**src/rtl/alu_pipe.sv**
```systemverilog
// Two-stage pipelined ALU (MIPS R-type subset) with valid/ready handshakes on
// both sides. S1 holds the accepted operands, S2 holds the registered result and flags.
module alu_pipe #(
  parameter int OPERAND_SIZE = 8,
  parameter int OP_CODE_SIZE = 6
) (
  input  logic                    i_clk,
  input  logic                    i_rst_n,
  input  logic                    i_flush,
  input  logic                    i_valid,
  output logic                    o_ready,
  input  logic [OPERAND_SIZE-1:0] dato_a,
  input  logic [OPERAND_SIZE-1:0] dato_b,
  input  logic [OP_CODE_SIZE-1:0] op_code,
  output logic                    o_valid,
  input  logic                    i_ready,
  output logic [OPERAND_SIZE-1:0] o_resultado,
  output logic                    o_carry,
  output logic                    o_overflow,
  output logic                    o_zero,
  output logic                    o_negative,
  output logic                    o_illegal
);

  localparam int W   = OPERAND_SIZE;
  localparam int SHW = $clog2(OPERAND_SIZE);

  localparam logic [OP_CODE_SIZE-1:0] OP_ADD = OP_CODE_SIZE'(6'b100000);
  localparam logic [OP_CODE_SIZE-1:0] OP_SUB = OP_CODE_SIZE'(6'b100010);
  localparam logic [OP_CODE_SIZE-1:0] OP_AND = OP_CODE_SIZE'(6'b100100);
  localparam logic [OP_CODE_SIZE-1:0] OP_OR  = OP_CODE_SIZE'(6'b100101);
  localparam logic [OP_CODE_SIZE-1:0] OP_XOR = OP_CODE_SIZE'(6'b100110);
  localparam logic [OP_CODE_SIZE-1:0] OP_NOR = OP_CODE_SIZE'(6'b100111);
  localparam logic [OP_CODE_SIZE-1:0] OP_SLT = OP_CODE_SIZE'(6'b101010);
  localparam logic [OP_CODE_SIZE-1:0] OP_SLL = OP_CODE_SIZE'(6'b000000);
  localparam logic [OP_CODE_SIZE-1:0] OP_SRL = OP_CODE_SIZE'(6'b000010);
  localparam logic [OP_CODE_SIZE-1:0] OP_SRA = OP_CODE_SIZE'(6'b000011);

  logic                    r_s1_valid;
  logic [W-1:0]            r_s1_a;
  logic [W-1:0]            r_s1_b;
  logic [OP_CODE_SIZE-1:0] r_s1_op;

  logic                    r_s2_valid;
  logic [W-1:0]            r_s2_res;
  logic                    r_s2_carry;
  logic                    r_s2_ovf;
  logic                    r_s2_zero;
  logic                    r_s2_neg;
  logic                    r_s2_ill;

  logic                    w_s2_en;
  logic                    w_s1_en;
  logic                    w_accept;

  logic [SHW-1:0]          w_shamt;
  logic [W:0]              w_sum;
  logic [W:0]              w_diff;
  logic [W:0]              w_shl;
  logic [W:0]              w_shr;
  logic [W:0]              w_sra;
  logic                    w_slt;
  logic [W-1:0]            w_res;
  logic                    w_carry;
  logic                    w_ovf;
  logic                    w_ill;
  logic                    w_zero;
  logic                    w_neg;

  // Handshake: a stage may load when it is empty or the stage after it moves.
  assign w_s2_en  = ~r_s2_valid | i_ready;
  assign w_s1_en  = ~r_s1_valid | w_s2_en;
  assign o_ready  = w_s1_en & ~i_flush;
  assign w_accept = i_valid & o_ready;

  // Shifts run one bit wider so the last bit shifted out lands in the extra bit
  // (and is naturally 0 for a zero shift amount).
  assign w_shamt = r_s1_b[SHW-1:0];
  assign w_sum   = {1'b0, r_s1_a} + {1'b0, r_s1_b};
  assign w_diff  = {1'b0, r_s1_a} - {1'b0, r_s1_b};
  assign w_shl   = {1'b0, r_s1_a} << w_shamt;
  assign w_shr   = {r_s1_a, 1'b0} >> w_shamt;
  assign w_sra   = $unsigned($signed({r_s1_a, 1'b0}) >>> w_shamt);
  assign w_slt   = $signed(r_s1_a) < $signed(r_s1_b);

  always_comb begin
    w_res   = '0;
    w_carry = 1'b0;
    w_ovf   = 1'b0;
    w_ill   = 1'b0;
    case (r_s1_op)
      OP_ADD: begin
        w_res   = w_sum[W-1:0];
        w_carry = w_sum[W];
        w_ovf   = (r_s1_a[W-1] == r_s1_b[W-1]) & (w_sum[W-1] != r_s1_a[W-1]);
      end
      OP_SUB: begin
        w_res   = w_diff[W-1:0];
        w_carry = w_diff[W];
        w_ovf   = (r_s1_a[W-1] != r_s1_b[W-1]) & (w_diff[W-1] != r_s1_a[W-1]);
      end
      OP_AND:  w_res = r_s1_a & r_s1_b;
      OP_OR:   w_res = r_s1_a | r_s1_b;
      OP_XOR:  w_res = r_s1_a ^ r_s1_b;
      OP_NOR:  w_res = ~(r_s1_a | r_s1_b);
      OP_SLT:  w_res = {{(W-1){1'b0}}, w_slt};
      OP_SLL: begin
        w_res   = w_shl[W-1:0];
        w_carry = w_shl[W];
      end
      OP_SRL: begin
        w_res   = w_shr[W:1];
        w_carry = w_shr[0];
      end
      OP_SRA: begin
        w_res   = w_sra[W:1];
        w_carry = w_sra[0];
      end
      default: w_ill = 1'b1;
    endcase
  end

  assign w_zero = (w_res == '0);
  assign w_neg  = w_res[W-1];

  always_ff @(posedge i_clk or negedge i_rst_n) begin
    if (!i_rst_n) begin
      r_s1_valid <= 1'b0;
      r_s1_a     <= '0;
      r_s1_b     <= '0;
      r_s1_op    <= '0;
    end else if (i_flush) begin
      r_s1_valid <= 1'b0;
    end else if (w_s1_en) begin
      r_s1_valid <= i_valid;
      if (w_accept) begin
        r_s1_a  <= dato_a;
        r_s1_b  <= dato_b;
        r_s1_op <= op_code;
      end
    end
  end

  // S2 payload only reloads when S1 actually hands over an op.
  always_ff @(posedge i_clk or negedge i_rst_n) begin
    if (!i_rst_n) begin
      r_s2_valid <= 1'b0;
      r_s2_res   <= '0;
      r_s2_carry <= 1'b0;
      r_s2_ovf   <= 1'b0;
      r_s2_zero  <= 1'b0;
      r_s2_neg   <= 1'b0;
      r_s2_ill   <= 1'b0;
    end else if (i_flush) begin
      r_s2_valid <= 1'b0;
    end else if (w_s2_en) begin
      r_s2_valid <= r_s1_valid;
      if (r_s1_valid) begin
        r_s2_res   <= w_res;
        r_s2_carry <= w_carry;
        r_s2_ovf   <= w_ovf;
        r_s2_zero  <= w_zero;
        r_s2_neg   <= w_neg;
        r_s2_ill   <= w_ill;
      end
    end
  end

  assign o_valid     = r_s2_valid;
  assign o_resultado = r_s2_res;
  assign o_carry     = r_s2_carry;
  assign o_overflow  = r_s2_ovf;
  assign o_zero      = r_s2_zero;
  assign o_negative  = r_s2_neg;
  assign o_illegal   = r_s2_ill;

endmodule

```
**config.mk**
```make
export PLATFORM = sky130hd
export DESIGN_NAME = alu_pipe
export DESIGN_NICKNAME = d
export VERILOG_FILES = /design/src/rtl/alu_pipe.sv
export SDC_FILE = /design/constraint.sdc
export NUM_CORES = 1
export LEC_CHECK = 0
export ABC_AREA = 0
export CORE_MARGIN = 3
export CORE_UTILIZATION = 46
export CTS_CLUSTER_SIZE = 12
export DETAILED_ROUTE_END_ITERATION = 8
export PLACE_DENSITY = 0.68
export SLEW_MARGIN = 10
export SYNTH_ARGS = -nofsm -noshare
export SYNTH_HDL_FRONTEND = slang
export SYNTH_SLANG_ARGS = --single-unit
```
**constraint.sdc**
```tcl
create_clock -name i_clk -period 3.3 [get_ports i_clk]
set_clock_uncertainty 0.15 [all_clocks]
set_input_delay 0.495 -clock i_clk [delete_from_list [all_inputs] [get_ports i_clk]]
set_output_delay 0.495 -clock i_clk [all_outputs]
set_load 0.005 [all_outputs]
```
==> results.sh <==
export IMPL_outcome="finished, final reports clean"
export IMPL_use_met3_pct=2.651
export IMPL_max_stage_delay_ns=0.57
export IMPL_final_cell_mix="clkdlybuf4s50_1, dfrtp_1, nor2_1"
export IMPL_p_clk_share_pct=17.0
export IMPL_relSlewSlack_pct=44.76
export IMPL_internal_power_mw=1.148
export IMPL_fmax_mhz=345.1
export IMPL_wl_per_cell_um=18.27
export IMPL_worst_pin_slew_ns=0.8286
export IMPL_use_met2_pct=35.68
export IMPL_cts_sinks=36
export IMPL_die_w_um=91.17
export IMPL_ir_worst_vdd_v=0.0002420
export IMPL_ys_seq_area_share_pct=27.00
export IMPL_final_common_cell="clkdlybuf4s50_1"
export IMPL_dp_hpwl_mm=7.040
export IMPL_r2r_slack_ns=0.40
export IMPL_clk_latency_ns=0.29
export IMPL_postPlaceCellArea_um2=3807
export IMPL_fin_crit_ns=2.898
export IMPL_setup_tns_ns=0
export IMPL_arrival_ns=2.95
export IMPL_gp_congestion=1.008
export IMPL_clock_path_buffers=2
export IMPL_synth_cell_types=62
export IMPL_rsz0062_at_grt="no"
export IMPL_syn_area_um2=3337
export IMPL_r2r_end="o_zero"
export IMPL_antenna_found_initial=0
export IMPL_crit_path_start_kind="flip-flop"
export IMPL_antenna_left=0
export IMPL_grt_pass1_vias=2820
export IMPL_cts_hold_buf=0
export IMPL_period_share_pct=87.81
export IMPL_dieArea_um2=8312
export IMPL_grt_max_degree=37
export IMPL_synth_edff_count=0
export IMPL_drtPass1Iterations=5
export IMPL_p_sw_mw=0.7851
export IMPL_synthTopCellsByArea="dfrtp_1, ha_1, mux2_2, mux4_2, a21oi_1"
export IMPL_r2r_start="r_s1_a[2]"
export IMPL_initial_utilization_pct=48.32
export IMPL_num_rows=30
export IMPL_p_per_area_nw_per_um2=496.2
export IMPL_core_area_um2=6907
export IMPL_setup_viol=0
export IMPL_via_per_inst=5.976
export IMPL_wirelength_mm=9.133
export IMPL_num_antenna_cells=0
export IMPL_dr_first_iter_drc_count=152
export IMPL_finalNetCount=457
export IMPL_comb_power_share_pct=50.9
export IMPL_die_h_um=91.17
export IMPL_synthCells=370
export IMPL_worstSetupPathType="flip-flop to flip-flop"
export IMPL_io_buffers=41
export IMPL_drive_gt1_share_pct=16.83
export IMPL_ff2ff_path_depth=8
export IMPL_leakage_nw=1.615
export IMPL_p_sw_share_pct=40.62
export IMPL_cpMaxStageDelayCell="or4_1"
export IMPL_yosys_area_top_type_share_pct=27.00
export IMPL_cts_buffers_inserted=5
export IMPL_grt_busiest_layer="met2"
export IMPL_drc=0
export IMPL_syn2layout_area_growth_pct=16.72
export IMPL_path_max_fanout=12
export IMPL_cts_htree_levels=2
export IMPL_cp_end_kind="flip-flop"
export IMPL_pin_count=42
export IMPL_num_vias=2988
export IMPL_crit_path_cell_trace="inv_1 -> ha_1 -> or4_1 -> a31oi_1 -> nand2b_1 -> and3_1 -> o211ai_1 -> o41ai_2"
export IMPL_maxCapViolations=0
export IMPL_synth_flop_cell="dfrtp_1"
export IMPL_postLayoutCellArea_um2=3895
export IMPL_synth_area_per_cell_um2=9.019
export IMPL_hold_viol=0
export IMPL_grt_overflow=0
export IMPL_fin_ws_ns=0.4023
export IMPL_ctsResizeCount=0
export IMPL_grt_pass1_wl_mm=14.97
export IMPL_ys_ff_latch=36
export IMPL_hold_class="input pin to asynchronous set/reset pin"
export IMPL_syn_num_nets=424
export IMPL_seqPwrFrac_pct=32.1
export IMPL_cts_setup_buffers=0
export IMPL_critPathRequiredTime_ns=3.35
export IMPL_grtUsageTotal_pct=22.75
export IMPL_synth_area_leader_cell="dfrtp_1"
export IMPL_use_met1_pct=33.33
export IMPL_async_reset_ff_share_pct=100.0
export IMPL_yosysWarnings=0
export IMPL_cts_tree="yes"
export IMPL_dpl_worst_slack_ns=0.4143
export IMPL_clk_pin_slew_ns=0.08
export IMPL_final_max_slew_viol_count=0
export IMPL_root_buffer="clkbuf_8"
stage by stage:
stage | power, mW | util, % | hold slack (ns) | std cells
6_report | 1.933 | 56.39 | 0.1458 | 500
5_1_grt | 2.080 | 56.39 | 0.2134 | 500
4_1_cts | 1.936 | 56.39 | 0.1771 | 500
3_5_place_dp | 1.602 | 55.13 | 0.3109 | 492
3_3_place_gp | 1.585 | 55.13 | 0.3116 | 492
2_1_floorplan | 1.281 | - | 0.04941 | 370
flip-flops by register name, summed over array words and instances, names as in the netlist:
| register | cells |
|---|---|
| o_zero | 1 |
| r_s1_b | 8 |
| o_valid | 1 |
| o_resultado | 8 |
| o_carry | 1 |
| o_illegal | 1 |
| r_s1_a | 8 |
| o_overflow | 1 |
| r_s1_op | 6 |
| r_s1_valid | 1 |
worst max-delay path: cells and delay by family (launching register included):
family	cells	cell delay, ns
flip-flops	1	0.56
buffers and inverters	1	0.13
adder cells (fa/ha/maj)	1	0.42
AND/OR/NAND/NOR	3	0.89
AO/OA/AOI/OAI	3	0.66
worst max-delay path by stage:
stage / start / end / cells after the start
floorplan: r_s1_b[1] / o_zero / 11
global placement: i_ready / o_zero / 8
detailed placement: i_ready / o_zero / 8
CTS: r_s1_a[2] / o_zero / 8
global route: r_s1_a[2] / o_zero / 9
finish: r_s1_a[2] / o_zero / 8
kinds of logic (layout without fill, tap and decap cells):
family,after synthesis,in the layout,synth area share (%)
DFF,36,36,27.00
and+or+nand+nor,105,105,16.09
muxes,43,43,17.25
adders and majority gates,27,27,10.57
buffers and inverters,52,86,7.162
AOI/OAI and AO/OA,107,107,21.94
area by class of cell:
cell class              instances  area [um2]
flip-flops and latches         36       900.9
inverters                      25       93.84
multi-input cells             282        2197
clock buffers                   5       68.82
fillers                       653        3012
well taps                      96       120.1
repair buffers                 53       495.5
clock inverters                 3       18.77
synthesized netlist by cell type (all sizes together), types with 3 or more instances:
| cell type | n |
|---|---|
| mux2 | 26 |
| and3 | 4 |
| nand2b | 5 |
| o221ai | 5 |
| nor3 | 5 |
| mux2i | 8 |
| dfrtp | 36 |
| nor2b | 4 |
| inv | 25 |
| nor3b | 3 |
| a221oi | 3 |
| o211ai | 7 |
| o22ai | 5 |
| nand3 | 7 |
| buf | 19 |
| a31oi | 4 |
| a22oi | 3 |
| mux4 | 9 |
| nand2 | 30 |
| a221o | 3 |
| ha | 25 |
| o21ai | 25 |
| a21oi | 25 |
| a211oi | 8 |
| nor2 | 31 |
| clkbuf | 8 |
| and2 | 4 |
power by group through the flow:
stage | clock network (mW) | logic [mW] | registers [mW]
2_1_floorplan | 0 | 0.675 | 0.607
3_3_place_gp | 0 | 0.962 | 0.623
3_5_place_dp | 0 | 0.974 | 0.629
4_1_cts | 0.339 | 0.977 | 0.620
5_1_grt | 0.358 | 1.08 | 0.637
6_report | 0.329 | 0.984 | 0.620
per-layer routing:
metal / vias to the layer above / wire length, um
li1: 1418 / -
met1: 1453 / 4355
met2: 106 / 4212
met3: 11 / 441
met4: 0 / 124
met5: - / 0
Note: power is estimated with default switching activity, not from simulation.
